==> src/rtl/hs_sync_rx_multi_if.sv <==
// Bundle of per-channel handshake, data and status signals between a foreign
// request source, the hs_sync_rx_multi receiver and its local consumer.
interface hs_sync_rx_multi_if #(
  parameter int CH = 2,
  parameter int DW = 8
);
  logic [CH-1:0]    async_req;
  logic [CH*DW-1:0] async_data;
  logic [CH-1:0]    ack;
  logic [CH-1:0]    req_sync;
  logic [CH-1:0]    req_rise;
  logic [CH*DW-1:0] data_out;
  logic [CH-1:0]    data_valid;
  logic [CH-1:0]    data_ready;
  logic [CH-1:0]    to_err;
  logic [CH-1:0]    proto_err;
  logic [CH-1:0]    err_clr;

  // Receiver side.
  modport slave (
    input  async_req, async_data, data_ready, err_clr,
    output ack, req_sync, req_rise, data_out, data_valid, to_err, proto_err
  );

  // Source plus local consumer side.
  modport master (
    output async_req, async_data, data_ready, err_clr,
    input  ack, req_sync, req_rise, data_out, data_valid, to_err, proto_err
  );
endinterface

==> src/rtl/hs_sync_rx_multi.sv <==
// Multi-channel receive side of a 4-phase req/ack handshake: synchronizes each
// request, captures its data, hands it over with valid/ready and acks on consumption.
module hs_sync_rx_multi #(
  parameter int CH      = 2,
  parameter int DW      = 8,
  parameter int STAGES  = 2,
  parameter int TO_W    = 8,
  parameter int TIMEOUT = 200
) (
  input  logic              pclk,
  input  logic              preset_n,
  hs_sync_rx_multi_if.slave bus
);

  typedef enum logic [1:0] {
    IDLE = 2'd0,
    HOLD = 2'd1,
    ACK  = 2'd2
  } state_e;

  // TIMEOUT of 0 gives a zero limit, which the saturation test never lets the counter leave.
  localparam logic [TO_W-1:0] TO_LIM  = TO_W'(TIMEOUT);
  localparam logic [TO_W-1:0] CNT_ONE = TO_W'(1);

  if (TIMEOUT >= (1 << TO_W)) begin : g_bad_timeout
    $error("hs_sync_rx_multi: TIMEOUT does not fit in TO_W bits");
  end
  if (STAGES < 2 || STAGES > 4) begin : g_bad_stages
    $error("hs_sync_rx_multi: STAGES must be 2..4");
  end

  for (genvar i = 0; i < CH; i++) begin : g_ch
    logic [STAGES-1:0] sync_q;
    logic              req_s;
    state_e            state_q, state_d;
    logic              ack_q, ack_d;
    logic              dv_q, dv_d;
    logic              rise_q, rise_d;
    logic              to_q, to_d;
    logic              pe_q, pe_d;
    logic [DW-1:0]     data_q, data_d;
    logic [TO_W-1:0]   cnt_q, cnt_d;
    logic              to_set_s, pe_set_s;

    assign req_s = sync_q[STAGES-1];

    // Request synchronizer chain; data is never synchronized, only captured.
    always_ff @(posedge pclk or negedge preset_n) begin
      if (!preset_n) begin
        sync_q <= '0;
      end else begin
        sync_q <= {sync_q[STAGES-2:0], bus.async_req[i]};
      end
    end

    // Channel FSM and registered outputs.
    always_ff @(posedge pclk or negedge preset_n) begin
      if (!preset_n) begin
        state_q <= IDLE;
        ack_q   <= 1'b0;
        dv_q    <= 1'b0;
        rise_q  <= 1'b0;
        to_q    <= 1'b0;
        pe_q    <= 1'b0;
        data_q  <= '0;
        cnt_q   <= '0;
      end else begin
        state_q <= state_d;
        ack_q   <= ack_d;
        dv_q    <= dv_d;
        rise_q  <= rise_d;
        to_q    <= to_d;
        pe_q    <= pe_d;
        data_q  <= data_d;
        cnt_q   <= cnt_d;
      end
    end

    // Next-state logic; data_ready outranks a withdrawn request in HOLD.
    always_comb begin
      state_d  = state_q;
      ack_d    = ack_q;
      dv_d     = dv_q;
      rise_d   = 1'b0;
      data_d   = data_q;
      cnt_d    = cnt_q;
      to_set_s = 1'b0;
      pe_set_s = 1'b0;
      case (state_q)
        IDLE: begin
          ack_d = 1'b0;
          if (req_s) begin
            state_d = HOLD;
            data_d  = bus.async_data[i*DW +: DW];
            dv_d    = 1'b1;
            rise_d  = 1'b1;
          end else begin
            dv_d = 1'b0;
          end
        end
        HOLD: begin
          if (bus.data_ready[i]) begin
            state_d = ACK;
            dv_d    = 1'b0;
            ack_d   = 1'b1;
            cnt_d   = '0;
          end else if (!req_s) begin
            state_d  = IDLE;
            dv_d     = 1'b0;
            pe_set_s = 1'b1;
          end else begin
            dv_d = 1'b1;
          end
        end
        ACK: begin
          if (!req_s) begin
            state_d = IDLE;
            ack_d   = 1'b0;
          end else if (cnt_q != TO_LIM) begin
            cnt_d    = cnt_q + CNT_ONE;
            to_set_s = ((cnt_q + CNT_ONE) == TO_LIM);
          end else begin
            cnt_d = cnt_q;
          end
        end
        default: begin
          state_d = IDLE;
          ack_d   = 1'b0;
          dv_d    = 1'b0;
        end
      endcase
      to_d = to_set_s | (to_q & ~bus.err_clr[i]);
      pe_d = pe_set_s | (pe_q & ~bus.err_clr[i]);
    end

    assign bus.ack[i]                  = ack_q;
    assign bus.req_sync[i]             = req_s;
    assign bus.req_rise[i]             = rise_q;
    assign bus.data_valid[i]           = dv_q;
    assign bus.to_err[i]               = to_q;
    assign bus.proto_err[i]            = pe_q;
    assign bus.data_out[i*DW +: DW]    = data_q;
  end

endmodule

==> src/flat_wrapper.sv <==
// flat-port wrapper written by rule: the top's interface ports become plain ports
module hs_sync_rx_multi_flat 
#(
  parameter int CH      = 2,
  parameter int DW      = 8,
  parameter int STAGES  = 2,
  parameter int TO_W    = 8,
  parameter int TIMEOUT = 200
)
  (pclk, preset_n, bus_async_req, bus_async_data, bus_data_ready, bus_err_clr, bus_ack, bus_req_sync, bus_req_rise, bus_data_out, bus_data_valid, bus_to_err, bus_proto_err);
  hs_sync_rx_multi_if #(.CH(CH), .DW(DW)) bus_i ();
  input  logic pclk;
  input  logic preset_n;
  input wire logic [$bits(bus_i.async_req)-1:0] bus_async_req;
  input wire logic [$bits(bus_i.async_data)-1:0] bus_async_data;
  input wire logic [$bits(bus_i.data_ready)-1:0] bus_data_ready;
  input wire logic [$bits(bus_i.err_clr)-1:0] bus_err_clr;
  output wire logic [$bits(bus_i.ack)-1:0] bus_ack;
  output wire logic [$bits(bus_i.req_sync)-1:0] bus_req_sync;
  output wire logic [$bits(bus_i.req_rise)-1:0] bus_req_rise;
  output wire logic [$bits(bus_i.data_out)-1:0] bus_data_out;
  output wire logic [$bits(bus_i.data_valid)-1:0] bus_data_valid;
  output wire logic [$bits(bus_i.to_err)-1:0] bus_to_err;
  output wire logic [$bits(bus_i.proto_err)-1:0] bus_proto_err;
  assign bus_i.async_req = bus_async_req;
  assign bus_i.async_data = bus_async_data;
  assign bus_i.data_ready = bus_data_ready;
  assign bus_i.err_clr = bus_err_clr;
  assign bus_ack = bus_i.ack;
  assign bus_req_sync = bus_i.req_sync;
  assign bus_req_rise = bus_i.req_rise;
  assign bus_data_out = bus_i.data_out;
  assign bus_data_valid = bus_i.data_valid;
  assign bus_to_err = bus_i.to_err;
  assign bus_proto_err = bus_i.proto_err;
  hs_sync_rx_multi #(.CH(CH), .DW(DW), .STAGES(STAGES), .TO_W(TO_W), .TIMEOUT(TIMEOUT)) u_core (.pclk(pclk), .preset_n(preset_n), .bus(bus_i));
endmodule
==> config.mk <==
export PLATFORM = sky130hd
export DESIGN_NAME = hs_sync_rx_multi_flat
export DESIGN_NICKNAME = d
export VERILOG_FILES = /design/src/rtl/hs_sync_rx_multi_if.sv /design/src/rtl/hs_sync_rx_multi.sv /design/src/flat_wrapper.sv
export SDC_FILE = /design/constraint.sdc
export NUM_CORES = 1
export LEC_CHECK = 0
export CAP_MARGIN = 20
export CORE_AREA = 5 5 87 89
export DETAILED_ROUTE_END_ITERATION = 10
export DIE_AREA = 0 0 92 94
export DONT_BUFFER_PORTS = 1
export SETUP_SLACK_MARGIN = 0.3
export SLEW_MARGIN = 15
export SYNTH_ARGS = -nofsm -noshare
export SYNTH_HDL_FRONTEND = slang
export SYNTH_SLANG_ARGS = --single-unit
==> constraint.sdc <==
create_clock -name pclk -period 2.1 [get_ports pclk]
set_clock_uncertainty 0.1 [all_clocks]
set_input_delay 0.42 -clock pclk [delete_from_list [all_inputs] [get_ports pclk]]
set_output_delay 0.42 -clock pclk [all_outputs]
set_load 0.01 [all_outputs]
Word level (Yosys, flattened, before mapping)
Index checks and enable logic that the tools add are counted.
W data, S select, Z words.
{"block": "op_classes", "n_eq_ne": 18, "add_sub_neg": 2, "n_bitwise": 10, "n_mux": 42, "reduce_logical": 10}
{"cell": "$mux W8", "count": 6}
{"cell": "$pmux W8 S2", "count": 2}
{"cell": "$mux W1", "count": 22}
{"cell": "$add A8 B1 Y8 const B", "count": 2}
{"cell": "$eq A8 B8 Y1 const B", "count": 2}
{"cell": "$ne A8 B8 Y1 const B", "count": 2}
{"cell": "$mux W2", "count": 6}
{"cell": "$ne A2 B1 Y1 const B", "count": 6}
{"cell": "$pmux W2 S3", "count": 2}
{"cell": "$ne A2 B2 Y1 const B", "count": 4}
{"cell": "$reduce_and A2 Y1", "count": 4}
{"cell": "$reduce_and A4 Y1", "count": 2}
{"cell": "$pmux W1 S3", "count": 2}
{"cell": "$and A1 B1 Y1", "count": 4}
{"cell": "$eq A2 B1 Y1 const B", "count": 2}
{"cell": "$eq A2 B2 Y1 const B", "count": 2}
{"cell": "$logic_not A2 Y1", "count": 2}
{"cell": "$or A1 B1 Y1", "count": 4}
{"cell": "$pmux W1 S2", "count": 2}
{"cell": "$reduce_bool A2 Y1", "count": 2}
{"cell": "$not A1 Y1", "count": 2}
{"block": "totals", "in_bits": 24, "output_inout_bits": 28, "elab_cells": 100, "regBits": 50}

Logic depth before layout (Yosys ltp)
{"block": "logic_depth", "word_depth": 6, "mapped_depth": 7, "depth_no_buf": 6}

Worst setup path before layout
OpenSTA, ideal clock, no wires.
{"block": "synth_path", "path_kind": "register -> register", "start": "register u_core.g_ch[1].cnt_q[0]", "end": "register u_core.g_ch[1].cnt_q[3]", "required_time_ns": 1.882, "period_less_slack_ns": 1.739, "setup_slack_ns": 0.361, "t_arrival_ns": 1.520, "n_path_buf": 0, "path_stages_with_launch": 7, "setup_ns": 0.118, "cell_sequence": "dfrtp_1 -> inv_1 -> ha_1 -> nor4bb_4 -> a21oi_4 -> mux2_4 -> a21o_1"}
{"block": "synth_between", "elab_chain_len": 4, "elab_cells_between_ends": 7, "cone_classes": "add/sub (1); eq/ne (2); mux (3); reduce/logical (1)"}
{"item": "start, declared", "line_no": "hs_sync_rx_multi.sv:42", "text": "logic [TO_W-1:0] cnt_q, cnt_d;"}
{"item": "start signal, assigned", "line_no": "hs_sync_rx_multi.sv:75", "text": "cnt_q <= cnt_d;"}
{"item": "$add A8 B1 Y8", "line_no": "hs_sync_rx_multi.sv:120", "text": "cnt_d = cnt_q + CNT_ONE;"}
{"item": "$mux W8", "line_no": "hs_sync_rx_multi.sv:119", "text": "end else if (cnt_q != TO_LIM) begin"}
{"item": "$mux W8", "line_no": "hs_sync_rx_multi.sv:116", "text": "if (!req_s) begin"}
{"item": "$pmux W8 S2", "line_no": "hs_sync_rx_multi.sv:89", "text": "case (state_q)"}
Several ways; a longest one is shown, not always the timed one. The select of a mux whose other input is x is not followed.
A chain may end at the register's enable or synchronous reset.

Final worst setup path
{"block": "layout_path", "start": "register u_core.g_ch[0].cnt_q[1]", "end": "register u_core.g_ch[0].cnt_q[3]"}
{"block": "layout_between", "elab_chain_len": 4, "elab_cells_between_ends": 7, "cone_classes": "add/sub (1); eq/ne (2); mux (3); reduce/logical (1)"}
{"item": "start, declared", "line_no": "hs_sync_rx_multi.sv:42"}
{"item": "start signal, assigned", "line_no": "hs_sync_rx_multi.sv:75"}
{"item": "$add A8 B1 Y8", "line_no": "hs_sync_rx_multi.sv:120"}
{"item": "$mux W8", "line_no": "hs_sync_rx_multi.sv:119"}
{"item": "$mux W8", "line_no": "hs_sync_rx_multi.sv:116"}
{"item": "$pmux W8 S2", "line_no": "hs_sync_rx_multi.sv:89"}
Several ways; a longest one is shown, not always the timed one. The select of a mux whose other input is x is not followed.

==> impl_metrics.csv <==
group,metric,value,unit
status,status,"finished clean",
power,p_total,2620,uW
sta,rsz0062_at_grt,"true",
floorplanning,fp.dieH,94,um
global_route,use_met1,15.4,%
final_layout,areaGrowthSynthToFinish,12.5,%
synthesis,yosysSeqAreaShare,48.4,%
global_route,antenna_found_initial,0,
worst_setup_path,cp_max_fo,6,
cts,cts_tree,"done",
detailed_routing,drt-initial-drc-count,86,
worst_setup_path,cp-start-kind,"flip-flop",
place,dp.cells,304,
detailed_routing,vias,1748,
worst_setup_path,crit_start,"u_core.g_ch[0].cnt_q[1]$_DFFE_PN0P_",
sta,hold_ws,0.0343,ns
sta,fmax,0.575,GHz
worst_setup_path,worst-path-buf-inv,3,
detailed_routing,via_per_inst,5.38,
worst_setup_path,cp-end-kind,"flip-flop",
cts,cts_sinks,50,
detailed_routing,avgRoutedWirePerCell,15.8,um
power,leakagePower,0.00121,uW
global_route,gr-total-overflow,0,
detailed_routing,drc,0,
place,port_buffers,0,
worst_setup_path,crit_type,"flip-flop to flip-flop",
global_route,use_met3,4.49,%
worst_setup_path,path_cells,"inv_2 -> ha_4 -> nor3b_4 -> buf_4 -> a21boi_4 -> buf_6 -> a32o_1",
floorplanning,rows,30,
sta,tightest_slew,0.541,ns
floorplanning,die_w,92,um
synthesis,synth_cell_types,51,
cts,cts.reportedPaths.clkPinSlew,0.10,ns
worst_hold_path,min_path_type,"input pin to flip-flop",
detailed_routing,drt-total-wl,5.13,mm
synthesis,syn-instance-count,237,
place,place_ws,0.216,ns
sta,layout_min_cycle_time,1.74,ns
cts,ctsRootBufferMaster,"clkbuf_8",
cts,clk_path_buf_depth,2,
global_route,grt_pass1_vias,1733,
detailed_routing,ant_nets,0,
worst_setup_path,crit-reg2reg-launch,"u_core.g_ch[0].cnt_q[1]$_DFFE_PN0P_",
worst_hold_path,hp-start,"bus_async_req[1]",
global_route,grt_max_degree,51,
global_route,grt_use_total,12.1,%
synthesis,synth_edf_count,0,
cts,htreeDepth,2,
sta,setup_viol,0,
floorplanning,core,0.00668,mm^2
sta,slew-limit-headroom,63.9,%
sta,hold_violations,0,
worst_setup_path,critPathRequiredTime,2.20,ns
sta,fin_crit_sh,82.8,%
worst_setup_path,crit_arrival,1.84,ns
floorplanning,io_pins,52,
synthesis,synthArstFlopShare,100,%
worst_setup_path,slowest_stage,"dfrtp_2",
floorplanning,initial_core_util,38.7,%
cts,cts_buffers,5,
power,peakVddDrop,0.462,mV
sta,finalWorstSetupSlack,0.362,ns
synthesis,syn_area_per_cell,10.9,um^2
place,dpl.hpwl,3.56,mm
global_route,grt.busiest_layer,"met2",
floorplanning,die_area,0.00865,mm^2
synthesis,yosysWarnings,0,
job,drv_cap,0,
sta,report.final.slew_viol_count,0,
final_layout,n_antenna_cell,0,
sta,tns,0,ns
worst_setup_path,path_delay_family,"flip-flops",
worst_setup_path,crit_path_max_incr_delay,0.45,ns
global_route,grt_pass1_wl,8.47,mm
global_route,grt_use_met2,19.7,%
place,routabilityCongestion,0.795,
final_layout,drive_above_1_share,28.2,%
cts,clock_latency,0.31,ns
synthesis,syn_nets,267,
synthesis,synth_seq_cells,50,
final_layout,finalNetCount,274,
synthesis,synth_area,0.00258,mm^2
final_layout,instances_no_fill,325,
synthesis,synth_ff_type,"dfrtp_1",
power,p_per_area,902,mW/mm^2
detailed_routing,dr.pass1.iters,4,
==> cell type report <==
| type | instances | area, um^2 |
|---|---|---|
| multi-input combinational | 151 | 1200 |
| clock inverter | 2 | 37.5 |
| fill | 622 | 3780 |
| clock buffer | 6 | 72.6 |
| sequential | 50 | 1260 |
| inverter | 16 | 60.1 |
| timing repair buffer | 20 | 180 |
| tap | 80 | 100 |
==> path summary, 6_finish.rpt <==
| path | end | cells after the start | slack, ns |
|---|---|---|---|
| worst max-delay path | u_core.g_ch[0].cnt_q[3]$_DFFE_PN0P_ | 7 | 0.36 |
| worst min-delay path | u_core.g_ch[1].sync_q[0]$_DFF_PN0_ | 0 | 0.03 |
| worst max register to register | u_core.g_ch[0].cnt_q[3]$_DFFE_PN0P_ | 7 | 0.36 |
| worst min register to register | u_core.g_ch[0].sync_q[1]$_DFF_PN0_ | 0 | 0.26 |
| max in group asynchronous | u_core.g_ch[1].cnt_q[1]$_DFFE_PN0P_ | 2 | 1.14 |
| min in group asynchronous | u_core.g_ch[0].cnt_q[2]$_DFFE_PN0P_ | 2 | 0.51 |
==> logic make-up after synthesis <==
kind of cell | count (synthesis) | share of synthesized area (%)
AO/OA/AOI/OAI | 49 | 13.1
XOR/XNOR | 2 | 0.678
adder cells (fa/ha/maj) | 6 | 2.91
buffers and inverters | 37 | 8.38
flip-flops | 50 | 48.4
multiplexers | 23 | 9.88
AND/OR/NAND/NOR | 70 | 16.6
==> report_power, final <==
part	switching (uW)	internal [uW]
Sequential	200	1120
Clock	328	356
Combinational	288	325
==> placed cells by master (no fill, tap or decap), types with 6 or more instances in the layout <==
cell type,n
mux2i_1,6
dfrtp_2,6
nor2_1,6
mux2_2,16
nand2_1,19
a21oi_1,8
buf_4,16
inv_1,15
nand3_1,8
dfrtp_1,44
o21ai_0,11
==> metrics by stage <==
step	utilization [%]	instance area, um^2
after floorplan	-	2580
after global placement	38.7	2590
after detailed placement	38.7	2590
after CTS	41.4	2770
after global routing	43.5	2910
final	43.5	2910
==> synthesized netlist by cell type (3+ instances only) <==
cell      instances  area, um^2
mux2i_1           6        60.1
a31oi_1           3        18.8
nand3_1           8        40.0
mux2_2           16         180
nor3_1            3        15.0
nor2b_1           4        25.0
buf_4            14         105
a211oi_1          6        45.0
dfrtp_1          50        1250
ha_1              6        75.1
a21oi_1           8        40.0
o21ai_0          12        60.1
inv_1            16        60.1
o31ai_1           4        30.0
nand3b_1          5        37.5
buf_6             3        33.8
nand2_1          19        71.3
nor2_1            7        26.3
a41oi_1           4        35.0
==> state kept, by name, summed over array words and instances (netlist names) <==
signal and count:
u_core.g_ch.ack_q 2, u_core.g_ch.cnt_q 16, u_core.g_ch.data_q 16, u_core.g_ch.dv_q 2, u_core.g_ch.pe_q 2, u_core.g_ch.rise_q 2, u_core.g_ch.state_q 4, u_core.g_ch.sync_q 4
u_core.g_ch.to_q 2
==> layer usage <==
| metal | share of wire, % | up-vias |
|---|---|---|
| met4 | 0.99 | 0 |
| met1 | 44 | 846 |
| li1 | - | 846 |
| met2 | 48 | 51 |
| met5 | 0 | - |
| met3 | 6.5 | 5 |
==> repair_timing <==
| action | 4_1_cts | 5_1_grt |
|---|---|---|
| hold buffers | 2 | 0 |
| setup buffers | 3 | 7 |
| pin swaps | 1 | 11 |
| endpoints found under the hold margin | 50 | 0 |
| endpoints found under the setup margin | 6 | 15 |
| resized for setup | 2 | 22 |
| cloned | 0 | 1 |
==> worst reg2reg max path, stage by stage (launching register included) <==
cell and delay [ns]:
dfrtp_2 0.45, inv_2 0.09, ha_4 0.12, nor3b_4 0.26
buf_4 0.17, a21boi_4 0.08, buf_6 0.14, a32o_1 0.23
No activity file was read; power rests on OpenSTA's default activity.
